**src/rtl/fetchq_pkg.sv**
```systemverilog
// Shared constants for the fetch queue: default depth, the NOP word shown
// while the queue presents nothing, and the pointer-width helper.
package fetchq_pkg;

   localparam int FETCHQ_DEPTH_DEF = 4;
   localparam logic [31:0] FETCHQ_NOP = 32'h0000_0000;

   function automatic int fetchq_ptr_w(input int depth);
      return (depth > 1) ? $clog2(depth) : 1;
   endfunction

endpackage

```
**src/rtl/fetchq_mem.sv**
```systemverilog
// Entry storage for the fetch queue: one synchronous write port and one
// asynchronous read port. Contents are never reset.
module fetchq_mem
   import fetchq_pkg::*;
#(
   parameter int DATA_W = 32,
   parameter int PC_W   = 32,
   parameter int DEPTH  = FETCHQ_DEPTH_DEF,
   parameter int AW     = fetchq_ptr_w(DEPTH)
) (
   input  logic              i_clk,
   input  logic              i_wr_en,
   input  logic [AW-1:0]     i_wr_addr,
   input  logic [DATA_W-1:0] i_wr_instr,
   input  logic [PC_W-1:0]   i_wr_pc,
   input  logic [AW-1:0]     i_rd_addr,
   output logic [DATA_W-1:0] o_rd_instr,
   output logic [PC_W-1:0]   o_rd_pc
);

   logic [DATA_W+PC_W-1:0] r_mem [DEPTH];

   always_ff @(posedge i_clk) begin
      if (i_wr_en) r_mem[i_wr_addr] <= {i_wr_instr, i_wr_pc};
   end

   assign {o_rd_instr, o_rd_pc} = r_mem[i_rd_addr];

endmodule

```
**src/rtl/fetch_queue.sv**
```systemverilog
// First-word-fall-through fetch queue between fetch and decode.
// Define FETCHQ_BYPASS_EN to let an empty queue present the incoming entry in the same cycle.
module fetch_queue
   import fetchq_pkg::*;
#(
   parameter int DATA_W = 32,
   parameter int PC_W   = 32,
   parameter int DEPTH  = FETCHQ_DEPTH_DEF
) (
   input  logic                 i_clk,
   input  logic                 i_rst_n,
   input  logic                 i_flush,
   input  logic                 i_valid,
   input  logic [DATA_W-1:0]    i_instr,
   input  logic [PC_W-1:0]      i_pc,
   output logic                 o_ready,
   output logic                 o_valid,
   output logic [DATA_W-1:0]    o_instr,
   output logic [PC_W-1:0]      o_pc,
   input  logic                 i_ready,
   output logic [$clog2(DEPTH):0] o_count
);

   localparam int AW = fetchq_ptr_w(DEPTH);
   localparam int CW = $clog2(DEPTH) + 1;

   logic [AW-1:0]     r_wr_ptr;
   logic [AW-1:0]     r_rd_ptr;
   logic [CW-1:0]     r_count;
   logic              w_empty;
   logic              w_full;
   logic              w_bypass;
   logic              w_bypass_take;
   logic              w_out_valid;
   logic              w_push;
   logic              w_pop;
   logic              w_wr_en;
   logic              w_rd_en;
   logic [DATA_W-1:0] w_mem_instr;
   logic [PC_W-1:0]   w_mem_pc;
   logic [DATA_W-1:0] w_head_instr;
   logic [PC_W-1:0]   w_head_pc;

   fetchq_mem #(
      .DATA_W (DATA_W),
      .PC_W   (PC_W),
      .DEPTH  (DEPTH),
      .AW     (AW)
   ) u_mem (
      .i_clk      (i_clk),
      .i_wr_en    (w_wr_en),
      .i_wr_addr  (r_wr_ptr),
      .i_wr_instr (i_instr),
      .i_wr_pc    (i_pc),
      .i_rd_addr  (r_rd_ptr),
      .o_rd_instr (w_mem_instr),
      .o_rd_pc    (w_mem_pc)
   );

   assign w_empty = (r_count == '0);
   assign w_full  = (r_count == CW'(DEPTH));

`ifdef FETCHQ_BYPASS_EN
   // Reset gates the bypass so outputs read as idle while i_rst_n is low.
   assign w_bypass     = w_empty && i_valid && !i_flush && i_rst_n;
   assign w_head_instr = w_empty ? i_instr : w_mem_instr;
   assign w_head_pc    = w_empty ? i_pc    : w_mem_pc;
`else
   assign w_bypass     = 1'b0;
   assign w_head_instr = w_mem_instr;
   assign w_head_pc    = w_mem_pc;
`endif

   assign w_out_valid   = (!w_empty || w_bypass) && !i_flush;
   assign w_push        = i_valid && !w_full && !i_flush;
   assign w_pop         = w_out_valid && i_ready;
   // A bypassed entry consumed in the same cycle never touches storage.
   assign w_bypass_take = w_bypass && i_ready;
   assign w_wr_en       = w_push && !w_bypass_take;
   assign w_rd_en       = w_pop && !w_bypass_take;

   assign o_ready = !w_full;
   assign o_valid = w_out_valid;
   assign o_instr = w_out_valid ? w_head_instr : DATA_W'(FETCHQ_NOP);
   assign o_pc    = w_out_valid ? w_head_pc : '0;
   assign o_count = r_count;

   always_ff @(posedge i_clk or negedge i_rst_n) begin
      if (!i_rst_n) begin
         r_wr_ptr <= '0;
         r_rd_ptr <= '0;
         r_count  <= '0;
      end else if (i_flush) begin
         r_wr_ptr <= '0;
         r_rd_ptr <= '0;
         r_count  <= '0;
      end else begin
         if (w_wr_en) r_wr_ptr <= r_wr_ptr + AW'(1);
         if (w_rd_en) r_rd_ptr <= r_rd_ptr + AW'(1);
         case ({w_wr_en, w_rd_en})
            2'b10:   r_count <= r_count + CW'(1);
            2'b01:   r_count <= r_count - CW'(1);
            default: r_count <= r_count;
         endcase
      end
   end

endmodule

```
**config.mk**
```make
export PLATFORM = sky130hd
export DESIGN_NAME = fetch_queue
export DESIGN_NICKNAME = d
export VERILOG_FILES = /design/src/rtl/fetchq_pkg.sv /design/src/rtl/fetchq_mem.sv /design/src/rtl/fetch_queue.sv
export SDC_FILE = /design/constraint.sdc
export NUM_CORES = 1
export LEC_CHECK = 0
export BUFFER_PORTS_ARGS = -buffer_cell sky130_fd_sc_hd__buf_2
export CAP_MARGIN = 20
export CORE_MARGIN = 3
export CORE_UTILIZATION = 57
export CTS_CLUSTER_SIZE = 14
export DETAILED_ROUTE_END_ITERATION = 12
export GPL_ROUTABILITY_DRIVEN = 0
export GPL_TIMING_DRIVEN = 0
export PLACE_DENSITY = 0.83
export SLEW_MARGIN = 20
export SYNTH_ARGS = -nofsm -noshare
export SYNTH_HDL_FRONTEND = slang
export SYNTH_SLANG_ARGS = --single-unit
```
**constraint.sdc**
```tcl
create_clock -name i_clk -period 4.2 [get_ports i_clk]
set_input_delay 0.21 -clock i_clk [delete_from_list [all_inputs] [get_ports i_clk]]
set_output_delay 0.21 -clock i_clk [all_outputs]
set_load 0.1 [all_outputs]
```
# [Word-level counts from Yosys, hierarchy flattened]
# Memory sizes are Yosys's and may differ from the RTL's.
# Index checks and enable logic that the tools add are counted.
[totals] ramBits=256 out_inout_bits=69 n_memories=1 in_bits=69 regBits=7
[mem_list] memory="u_mem.r_mem" words=4 word_bits=64 read_ports=1 rd_clocked_by_memory_dff=0 wr=1 line_no="fetchq_mem.sv:21" text="logic [DATA_W+PC_W-1:0] r_mem [DEPTH];"
[classes] n_reduce_logical=11 mux=10 eq_ne=3 n_addsub=4
[ops] operator="$mux 32" n=2
[ops] operator="$mux 2" n=4
[ops] operator="$pmux 3 s2" n=1
[ops] operator="$add 2x1->2 const B" n=2
[ops] operator="$logic_and 1x1->1" n=4
[ops] operator="$reduce_bool 2->1" n=2
[ops] operator="$add 3x1->3 const B" n=1
[ops] operator="$eq 3x3->1 const B" n=1
[ops] operator="$logic_not 1->1" n=3
[ops] operator="$logic_not 3->1" n=1
[ops] operator="$mux 3" n=1
[ops] operator="$reduce_bool 3->1" n=1
[ops] operator="$sub 3x1->3 const B" n=1
[ops] operator="$eq 2x1->1 const B" n=1
[ops] operator="$eq 2x2->1 const B" n=1
[ops] operator="$mux 1" n=2

# [Logic depth before layout (Yosys ltp)]
# Gate-level depths: netlist (run 1).
[depth] depth_word=7 mapped_depth=8 depth_no_buf=6

# [Hierarchy]
# A second synthesis (run 1) with hierarchy kept.
[unflattened] cells_unflattened=463 area_unflattened_um2=10301.1
[by_module_without_submodules] module="fetchq_mem" seq_area_each_um2=7687.4 cells_per_inst=338 area_per_inst_um2=9341.5 instances=1
[by_module_without_submodules] module="fetch_queue" seq_area_each_um2=175.2 cells_per_inst=125 area_per_inst_um2=959.7 instances=1

# [Least setup slack after synthesis (run 1)]
# OpenSTA, ideal clock, no wires.
[synth_path] path_type="reg2reg" start="reg r_count[0] (netlist: o_count[0])" end="mem u_mem.r_mem[2][0] in the netlist's numbering, enable pin" path_slack_ps=-144 n_path_buf=1 path_stages_with_launch=5 required_time_ps=3771 arrival_ps=3915 synth_period_minus_slack_ps=4344 cell_sequence="dfrtp_1 -> buf_2 -> or3b_1 -> nor3b_1 -> and2_1"
[synth_via] elab_chain_len=6
[synth_lines] item="start: declaration" line_no="fetch_queue.sv:29" text="logic [CW-1:0] r_count;"
[synth_lines] item="start signal: assignment" line_no="fetch_queue.sv:101" text="2'b10: r_count <= r_count + CW'(1);"
[synth_lines] item="start signal: assignment" line_no="fetch_queue.sv:102" text="2'b01: r_count <= r_count - CW'(1);"
[synth_lines] item="start signal: assignment" line_no="fetch_queue.sv:103" text="default: r_count <= r_count;"
[synth_lines] item="$eq 3x3->1" line_no="fetch_queue.sv:61" text="assign w_full = (r_count == CW'(DEPTH));"
[synth_lines] item="$logic_not 1->1"
[synth_lines] item="net o_ready" line_no="fetch_queue.sv:16" text="output logic o_ready,"
[synth_lines] item="$logic_and 1x1->1 (2 in a row)" line_no="fetch_queue.sv:75" text="assign w_push = i_valid && !w_full && !i_flush;"
[synth_lines] item="$mux 1" line_no="fetchq_mem.sv:24" text="if (i_wr_en) r_mem[i_wr_addr] <= {i_wr_instr, i_wr_pc};"
[synth_lines] item="$mux 1 (implied by the code)" line_no="fetchq_mem.sv:24"
[synth_lines] item="end: declaration" line_no="fetchq_mem.sv:21"
# The timed path passes the listed nets, and every way through them passes these cells.

# [Worst setup path in the final report (run 1)]
[layout_path] start="reg r_count[0] (netlist: o_count[0])" end="out o_pc[12]"
[layout_via] elab_chain_len=4
[layout_lines] item="$logic_not 3->1" line_no="fetch_queue.sv:60" text="assign w_empty = (r_count == '0);"
[layout_lines] item="$logic_not 1->1" line_no="fetch_queue.sv:74" text="assign w_out_valid = (!w_empty || w_bypass) && !i_flush;"
[layout_lines] item="$logic_and 1x1->1" line_no="fetch_queue.sv:74"
[layout_lines] item="$mux 32" line_no="fetch_queue.sv:85" text="assign o_pc = w_out_valid ? w_head_pc : '0;"
[layout_lines] item="end: declaration" line_no="fetch_queue.sv:19" text="output logic [PC_W-1:0] o_pc,"
# No other way between the ends.

==> key figures, run 1 <==
Layout
  • Most frequent cells in the layout: edfxtp_1 (256), buf_2 (147), dlygate4sd3_1 (65)
  • Most common cell after layout, fill and taps aside: edfxtp_1
  • Layout cells sized above 1: 0.3522
  • Post-route cell area: 12,680 sq um
  • Layout fillers: 1,047
  • Post-route core utilization: 0.7278
  • Nets: 780
  • Inserted Diodes: 0
  • Layout area overhead: 24.12%

Die
  • Die extent in y: 139.9 um
  • Die area: 19,560 sq um
  • Core area: 17,420 sq um
  • I/O pins: 138
  • Initial Utilization: 0.5864
  • Row count: 48
  • DIE WIDTH: 139.9 um

Placement
  • Placed cell area: 11,260 sq um
  • Detail Placement HPWL: 12.15 mm
  • Port Buffers: 136
  • Pre-CTS WS: 1.702 ns

GRT
  • Gr usage total: 0.2109
  • Most Crowded Layer GR: met2
  • Vias in the first global route: 5,803
  • Met2 Usage GRT: 0.3674
  • Met3 usage: 0.04192
  • First-pass GRT wire length: 32.00 mm
  • Largest net degree at the start of global routing: 38
  • Met1 usage: 0.2789
  • Initial antenna violation count: 0
  • Total gr overflow: 0

STA
  • RSZ-0062 raised after global routing: false
  • Relative slew slack: 0.5721
  • Endpoints failing setup: 0
  • Max-slew violation count: 0
  • Clock Skews: 0.008923 ns
  • Measured slew at the worst slew-check pin: 0.6418 ns
  • Post-layout min period: 2.950 ns
  • Fmax: 0.3389 GHz
  • Setup ws final: 1.250 ns
  • Period utilisation layout: 0.7025
  • TNS Setup: 0 ns
  • Final Hold Fails: 0

Clock tree
  • CTS tree: yes
  • H-tree depth: 1
  • Total CTS buffers: 27
  • CTS root buffer: clkbuf_16
  • Later-pin clock latency in the skew report: 0.51 ns
  • Worst-path clk slew: 0.06 ns
  • CTS Sinks: 263
  • Post-CTS Resized: 0
  • Clk buf depth: 3

Pwr
  • VDD IR max: 0.3787 mV
  • Clock share of power: 0.330
  • Switching share of power: 0.2787
  • Sequential Power Share: 0.480
  • Sw Pwr: 1748 uW
  • Pwr dens: 494.7 nW/um^2
  • Comb power frac: 0.190
  • Overall power: 6271 uW
  • Lkg Pwr: 0.004490 uW
  • Internal power: 4523 uW

Detailed routing
  • Vias per cell: 5.588
  • Final WL: 20.07 mm
  • DRT antenna net count: 0
  • Routed len/inst: 21.15 um
  • Drt first pass iters: 5
  • Via count: 5,303
  • DRC: 0
  • DRT iter0 DRCs: 394

Setup path
  • Startpoint types: register
  • R2R Path Start: o_count[0]
  • WP data arrival: 2.74 ns
  • Worst setup startpoint: o_count[0]
  • Largest fanout on the critical path: 10
  • Crit end category: primary output
  • Worst R2R Path Depth: 5
  • RR Endpoint: u_mem.r_mem[1][2]
  • WP data required: 3.99 ns
  • Worst reg-to-reg setup slack: 1.59 ns
  • Critical Path End: o_pc[12]
  • Setup Crit Path Kind: reg -> out

Synthesis
  • Gate Count Post-Synth: 472
  • Synthesized net count: 546
  • Post-synth cell types: 30
  • Synth warn: 0
  • Synth Register Bits: 263
  • Syn avg cell area: 21.64 sq um
  • Sequential area share after synthesis: 0.7699
  • Cell Area, Synth: 10,210 sq um

Hold path
  • Worst min path class: in -> reg

Run status
  • Outcome: completed

Job
  • Maxcap violations: 0
[critical path: stages, from the launching register on]
cell and delay (ns):
dfrtp_1 0.42, buf_2 0.22, nor3_1 0.09, nor2_1 0.19, buf_2 0.27, clkbuf_1 0.37, and2_1 0.23, buf_2 0.43
[kinds of logic (layout without fill, tap and decap cells)]
kind of cell / after synthesis / after routing / synth area share
fa+ha+maj: 5 / 5 / 0.006861
xor+xnor: 5 / 5 / 0.004289
buf+inv: 29 / 281 / 0.01568
compound gates: 12 / 12 / 0.007351
simple gates: 94 / 94 / 0.05477
flops: 263 / 263 / 0.7699
mux: 64 / 64 / 0.1411
[registers in the layout, summed over array words and instances, names as in the netlist]
register     flops
r_rd_ptr         2
u_mem.r_mem    256
o_count          3
r_wr_ptr         2
[power by group through the flow]
stage / Sequential (uW) / Combinational, uW / Clock (uW)
after detailed placement: 3060 / 1150 / 0
after global routing: 3020 / 1250 / 2240
final: 3010 / 1190 / 2070
after floorplan: 3080 / 890 / 0
after CTS: 3010 / 1200 / 2110
after global placement: 3060 / 1120 / 0
[synth_stat cells]
cell       instances  area (sq um)
nand3b_1           1         7.510
nor2_1             8         30.03
nand2_1            4         15.01
a2111oi_0          1         8.760
dfrtp_1            7         175.2
o21ai_0            3         15.01
nor4_1             1         6.260
o211a_1            1         10.01
or3_1              1         6.260
mux4_2            64          1441
xor2_1             3         26.28
buf_2             11         55.05
ha_1               4         50.05
clkbuf_1           9         33.78
buf_6              5         56.30
edfxtp_1         256          7687
inv_1              4         15.01
xnor2_1            2         17.52
nand2b_1           2         12.51
a21oi_1            5         25.02
nor3_1             2         10.01
a311oi_1           1         8.760
fa_1               1         20.02
or3b_1             1         8.760
and2_1            68         425.4
nor2b_1            1         6.260
a21o_1             1         7.510
nand3_1            3         15.01
or3b_2             1         8.760
nor3b_1            1         7.510
[repair_timing]
item	in CTS	in global routing
setup buffers	0	0
endpoints found under the hold margin	263	0
hold buffers	65	0
[metal layers]
metal  routed length, um  up-vias
li1                    -     2375
met1                7862     2705
met2               10610      190
met3                1193       33
met4                 408        0
met5                   0        -
[worst min-delay path by stage]
stage / end / from / cells past startpoint
final: r_wr_ptr[0] / i_flush / 2
after global routing: r_wr_ptr[0] / i_flush / 2
after CTS: r_wr_ptr[0] / i_flush / 2
after detailed placement: o_count[0] / i_rst_n / 1
after global placement: o_count[0] / i_rst_n / 1
after floorplan: o_count[0] / i_rst_n / 0
[through the flow]
stage	hold slack, ns	cells
global route	0.06707	949
floorplan	-0.08559	472
global placement	0.04607	833
CTS	0.03425	949
detailed placement	0.05394	837
finish	0.06538	949
[layout make-up]
| cell class | instances | area (sq um) | area share |
|---|---|---|---|
| Multi-Input combinational cell | 180 | 2200 | 0.1735 |
| Timing Repair Buffer | 205 | 1411 | 0.1113 |
| Tap cell | 225 | 281.5 | 0.02221 |
| Inverter | 4 | 15.01 | 0.001184 |
| Clock buffer | 39 | 720.7 | 0.05686 |
| Buffer | 25 | 145.1 | 0.01145 |
| Sequential cell | 263 | 7863 | 0.6203 |
| Clock inverter | 8 | 40.04 | 0.003159 |
(Power assumes the default switching activity.)
==> run 2, diff against run 1 <==
Settings changed: CORE_UTILIZATION 57 to 52, PLACE_DENSITY 0.83 to 0.8.
Clock period 4.2 ns to 2.4 ns, I/O delays scaled along.
==> run 2 against run 1 <==
  * Setup slack worse by 1.2 ns
  * Via count increased by 1.3%
  * First-iteration DRC count shrank 1.5%
  * Total power increased by 82%
==> key figures, run 2 (synthesized netlist as in run 1, its figures left out) <==
Clock tree
  • H-tree depth: 1 (unchanged)
  • Total CTS buffers: 27 (unchanged)
  • CTS Sinks: 263 (unchanged)
  • Worst-path clk slew: 0.05 ns (about the same)
  • Later-pin clock latency in the skew report: 0.51 ns (about the same)
  • CTS root buffer: clkbuf_16
  • CTS tree: yes
  • Clk buf depth: 3 (unchanged)

Detailed routing
  • DRT antenna net count: 0 (unchanged)
  • Vias per cell: 5.449 (-2.5%)
  • Routed len/inst: 20.57 um (-2.7%)
  • DRT iter0 DRCs: 388 (-1.5%)
  • Via count: 5,373 (+1.3%)
  • DRC: 0 (unchanged)
  • Drt first pass iters: 4 (-1)
  • Final WL: 20.28 mm (+1.1%)

Layout
  • Number of flip-flops in the largest register: 256 (unchanged)
  • Nets: 781 (+0.13%)
  • Most frequent cells in the layout: edfxtp_1 (256), buf_2 (79), dlygate4sd3_1 (67)
  • Multi-input gate area in the final layout: 2227 sq um (+1.3%)
  • Post-route cell area: 13,170 sq um (+3.9%)
  • Most common cell after layout, fill and taps aside: edfxtp_1
  • Layout area overhead: 28.99%
  • Most flop-heavy register: u_mem.r_mem
  • Inserted Diodes: 0 (unchanged)
  • Layout fillers: 1,212 (+16%)
  • Register area: 7875 sq um (+0.16%)
  • Layout cells sized above 1: 0.3774 (+0.02520)

GRT
  • Largest net degree at the start of global routing: 65 (+71%)
  • First-pass GRT wire length: 31.97 mm (-0.11%)
  • Total gr overflow: 0 (unchanged)
  • Vias in the first global route: 5,882 (+1.4%)
  • Initial antenna violation count: 0 (unchanged)
  • Gr usage total: 0.1893 (-0.02157)

STA
  • Final Hold Fails: 0 (unchanged)
  • Fmax: 0.4272 GHz
  • Max-slew violation count: 0 (unchanged)
  • Endpoints failing setup: 0 (unchanged)
  • Period utilisation layout: 0.9754
  • RSZ-0062 raised after global routing: true
  • Setup ws final: 0.05909 ns (-1.190 ns)
  • Final hold slack: 0.03761 ns (-0.02777 ns)
  • Post-layout min period: 2.341 ns
  • Measured slew at the worst slew-check pin: 1.013 ns (+0.3710 ns)
  • Relative slew slack: 0.3248 (-0.2473)
  • Clock Skews: 0.01211 ns (+0.003189 ns)

Setup path
  • Largest fanout on the critical path: 64 (+54)
  • WP data arrival: 2.46 ns (-0.28 ns)
  • CP Depth: 3 (-4)
  • Worst R2R Path Depth: 3 (-2)
  • CP Cell Sequence: or3b_4 -> nor3b_4 -> and2_4
  • CP max stage cell: and2_4
  • Worst reg-to-reg setup slack: 0.06 ns (-1.53 ns)
  • RR Endpoint: u_mem.r_mem[2][58]
  • Buf+Inv Stages, Crit Path: 0 (-4)
  • WP data required: 2.52 ns (-1.47 ns)
  • Max incr delay on CP: 0.86 ns (+0.43 ns)
  • Setup Crit Path Kind: reg -> reg
  • Crit end category: register
  • Cell family with most CP delay: simple AND/OR/NAND/NOR gates
  • R2R Path Start: o_count[2]
  • Worst setup startpoint: o_count[2]
  • Startpoint types: register
  • Critical Path End: u_mem.r_mem[2][58]

Die
  • DIE WIDTH: 146.1 um (+4.5%)
  • Core area: 19,020 sq um (+9.2%)
  • I/O pins: 138 (unchanged)
  • Die area: 21,360 sq um (+9.2%)
  • Die extent in y: 146.1 um (+4.5%)
  • Initial Utilization: 0.5370 (-0.04938)
  • Row count: 50 (+4.2%)

Placement
  • Detail Placement HPWL: 11.41 mm (-6.1%)
  • Port Buffers: 136 (unchanged)
  • Placed cell area: 11,270 sq um (about the same)
  • Pre-CTS WS: 0.03298 ns (-1.669 ns)

Run status
  • Outcome: completed

Job
  • Maxcap violations: 0 (unchanged)

Hold path
  • Min-Delay Startpoint: i_flush
  • Worst min path class: in -> reg

Pwr
  • Lkg Pwr: 0.004577 uW (+1.9%)
  • VDD IR max: 0.6550 mV (+73%)
  • Pwr dens: 866.8 nW/um^2 (+75%)
[run 2: per-layer routing]
metal,vias up,wire [um],GRT usage
met5,-,0,0
met4,0,388,0.04516
met3,40,1116,0.03445
met2,189,10690,0.3313
met1,2767,8086,0.2505
li1,2377,-,-
[run 2: through the flow]
stage	power (uW)	utilization	TNS (ns)	cells
2_1_floorplan	6966	-	0	472
3_3_place_gp	7330	0.5928	0	868
3_5_place_dp	7381	0.5928	0	868
4_1_cts	11410	0.6813	-0.04277	983
5_1_grt	11820	0.6926	-13.94	986
6_report	11420	0.6926	0	986
[run 2: cell type report]
| class | count | area share |
|---|---|---|
| plain buffers | 25 | 0.01919 |
| well taps | 260 | 0.02470 |
| repair buffers | 206 | 0.1259 |
| inverters | 4 | 0.001140 |
| flip-flops and latches | 263 | 0.5978 |
| multi-input cells | 180 | 0.1691 |
| clock buffers | 34 | 0.05329 |
| clock inverters | 14 | 0.008929 |
[run 2: how the worst min path moves through the flow]
stage / end / slack, ns / cells after the start
floorplan: r_rd_ptr[0] / -0.18 / 0
global placement: o_count[1] / -0.03 / 1
finish: r_wr_ptr[0] / 0.04 / 2
CTS: r_wr_ptr[0] / 0.01 / 2
global route: r_wr_ptr[0] / 0.06 / 2
detailed placement: o_count[1] / -0.03 / 1
[run 2: where the power goes]
| part | internal [uW] | total, uW | switching, uW | leakage (uW) |
|---|---|---|---|---|
| logic | 791 | 2280 | 1480 | 0.00177 |
| registers | 5220 | 5280 | 55.4 | 0.00241 |
| clock network | 2270 | 3860 | 1590 | 0.000395 |
[run 2: worst reg2reg max path, delay by kind of cell, from the launching register on]
kind | cells | cell delay, ns
AND/OR/NAND/NOR | 3 | 1.38
flip-flops | 1 | 0.53
[run 2: repair_timing]
action | CTS | global route
resized for setup | 74 | 56
endpoints found under the setup margin | 64 | 311
hold endpoints to repair | 264 | 0
hold buffers | 67 | 0
setup buffers | 0 | 3
pin swaps | 0 | 3
==> run 3, diff against run 2 <==
Settings changed: CELL_PAD_IN_SITES_DETAIL_PLACEMENT set to 1, CELL_PAD_IN_SITES_GLOBAL_PLACEMENT set to 2, CORE_UTILIZATION 52 to 40, SLEW_MARGIN 20 to 10.
==> run 3 against run 2 <==
  * Via count grew 0.41%
  * Clock power grew 1%
  * Non-clock buffer count grew 3
  * Register-to-register slack lost 0.04 ns
  * Global-route usage shrank 2.8 points
  * Core utilization shrank 15 points
  * Combinational power grew 2%
  * Sequential power is essentially flat
==> key figures, run 3 (synthesized netlist as in run 1, its figures left out) <==
Pwr
  • Switching share of power: 0.2802 (+0.005805)
  • Lkg Pwr: 0.004603 uW (+0.58%)
  • VDD IR max: 0.4898 mV (-25%)
  • Internal power: 8277 uW (about the same)
  • Pwr dens: 864.0 nW/um^2 (-0.33%)
  • Sequential Power Share: 0.459 (-0.003)
  • Clock share of power: 0.340 (+0.002)
  • Comb power frac: 0.201 (+0.002)
  • Sw Pwr: 3223 uW (+2.8%)

Placement
  • Post-Place Cells: 932 (+7.4%)
  • Port Buffers: 136 (unchanged)
  • Placed cell area: 11,350 sq um (+0.71%)
  • Detail Placement HPWL: 12.76 mm (+12%)

Clock tree
  • Clk buf depth: 3 (unchanged)
  • CTS tree: yes
  • Total CTS buffers: 28 (+3.7%)
  • Worst-path clk slew: 0.06 ns (about the same)
  • CTS Sinks: 263 (unchanged)
  • CTS root buffer: clkbuf_16
  • Later-pin clock latency in the skew report: 0.53 ns (+0.02 ns)
  • H-tree depth: 1 (unchanged)

Layout
  • Layout Cells excl Fill: 1,056 (+7.1%)
  • Layout area overhead: 30.34%
  • Post-route cell area: 13,310 sq um (+1.0%)
  • Number of flip-flops in the largest register: 256 (unchanged)
  • Most flop-heavy register: u_mem.r_mem
  • Nets: 785 (+0.51%)
  • Multi-input gate area in the final layout: 2227 sq um (unchanged)
  • Layout cells sized above 1: 0.3748 (-0.002581)
  • Most frequent cells in the layout: edfxtp_1 (256), buf_2 (75), dlygate4sd3_1 (67)
  • Layout fillers: 2,225 (+84%)
  • Post-route core utilization: 0.5394 (-0.1532)
  • Most common cell after layout, fill and taps aside: edfxtp_1
  • Register area: 7875 sq um (unchanged)

Detailed routing
  • Vias per cell: 5.109 (-6.2%)
  • DRT iter0 DRCs: 307 (-21%)
  • Via count: 5,395 (+0.41%)
  • Routed len/inst: 21.04 um (+2.3%)
  • Final WL: 22.22 mm (+9.5%)
  • Drt first pass iters: 4 (unchanged)
  • DRC: 0 (unchanged)
  • DRT antenna net count: 0 (unchanged)

STA
  • Clock Skews: 0.01640 ns (+0.004284 ns)
  • Measured slew at the worst slew-check pin: 1.044 ns (+0.03157 ns)
  • Relative slew slack: 0.3038 (-0.02105)
  • Final Hold Fails: 0 (unchanged)
  • Final hold slack: 0.02067 ns (-0.01693 ns)
  • Endpoints failing setup: 0 (unchanged)
  • Fmax: 0.4195 GHz (-1.8%)
  • Max-slew violation count: 0 (unchanged)
  • Period utilisation layout: 0.9933 (+0.01795)
  • Post-layout min period: 2.384 ns (+0.04308 ns)
  • TNS Setup: 0 ns (unchanged)
  • RSZ-0062 raised after global routing: true

Job
  • Maxcap violations: 0 (unchanged)

Setup path
  • R2R Path Start: o_count[2]
  • Setup Crit Path Kind: reg -> reg
  • WP data required: 2.54 ns (+0.02 ns)
  • Crit end category: register
  • Startpoint types: register
  • Largest fanout on the critical path: 64 (unchanged)
  • WP data arrival: 2.53 ns (+0.07 ns)
  • Worst setup startpoint: o_count[2]

Hold path
  • Min-Delay Startpoint: i_flush
  • Worst min path class: in -> reg

GRT
  • First-pass GRT wire length: 35.27 mm (+10%)
  • Gr usage total: 0.1613 (-0.02796)
  • Total gr overflow: 0 (unchanged)
  • Initial antenna violation count: 1 (+1)
  • Largest net degree at the start of global routing: 65 (unchanged)
  • Vias in the first global route: 6,037 (+2.6%)

Die
  • Core area: 24,680 sq um (+30%)
  • Initial Utilization: 0.4139 (-0.1231)
  • Die extent in y: 165.8 um (+13%)
  • DIE WIDTH: 165.8 um (+13%)
  • Die area: 27,480 sq um (+29%)
  • Row count: 57 (+14%)
  • I/O pins: 138 (unchanged)

Run status
  • Outcome: completed
==> run 3: cell types whose count changed in the layout (fill, tap and decap cells not counted), moves of 2 or more <==
cell | previous run | this run
buf_4 | 19 | 29
clkbuf_4 | 17 | 12
buf_2 | 79 | 75
clkinv_1 | 6 | 9
buf_6 | 38 | 40
clkbuf_1 | 9 | 11
clkinv_2 | 4 | 2
clkinvlp_4 | 2 | 0
==> run 3: layer usage <==
layer | global-route usage | part of all wire
met2 | 0.2844 | 0.52
met5 | 0 | 0
met3 | 0.03356 | 0.046
met1 | 0.2080 | 0.42
met4 | 0.03617 | 0.019
==> run 3: path summary, 6_finish.rpt <==
kind | slack (ns) | to | depth (start not counted)
max in group asynchronous | 1.53 | o_count[1] | 3
hold reg to reg | 0.59 | r_wr_ptr[1] | 2
hold / removal | 0.02 | r_rd_ptr[1] | 2
setup reg to reg | 0.02 | u_mem.r_mem[1][9] | 3
min in group asynchronous | 0.56 | o_count[0] | 3
setup / recovery | 0.02 | u_mem.r_mem[1][9] | 3
==> run 3: power by group through the flow <==
stage	Clock [uW]	Sequential (uW)	Combinational [uW]
floorplan	0	5390	1570
global placement	0	5360	2000
detailed placement	0	5370	2040
CTS	4000	5280	2250
global route	4200	5290	2450
finish	3910	5280	2320
==> run 3: repair_timing <==
| action | 4_1_cts | 5_1_grt |
|---|---|---|
| setup buffers | 0 | 5 |
| resized for setup | 93 | 51 |
| pin swaps | 1 | 1 |
| hold endpoints to repair | 264 | 0 |
| gates cloned | 0 | 1 |
| hold buffers | 67 | 0 |
| endpoints found under the setup margin | 64 | 313 |
==> run 3: cell type report <==
cell class,instances,area share
flip-flops and latches,263,0.5917
multi-input cells,180,0.1673
repair buffers,209,0.1281
clock buffers,37,0.05518
well taps,324,0.03046
plain buffers,25,0.01918
clock inverters,13,0.006768
inverters,4,0.001128
diodes,1,0.0001880
==> run 3: per-stage QoR <==
step                      setup WS, ns  total power, uW
after floorplan               0.007850             6966
after global placement         0.04518             7360
after detailed placement    -0.0006370             7407
after CTS                    -0.006729            11530
after global routing           -0.1015            11940
final                          0.01601            11500
==> run 3: critical path: stages, from the launching register on <==
cell and delay, ns:
dfrtp_4 0.54, or3b_4 0.28, nor3b_4 0.24, and2_4 0.87
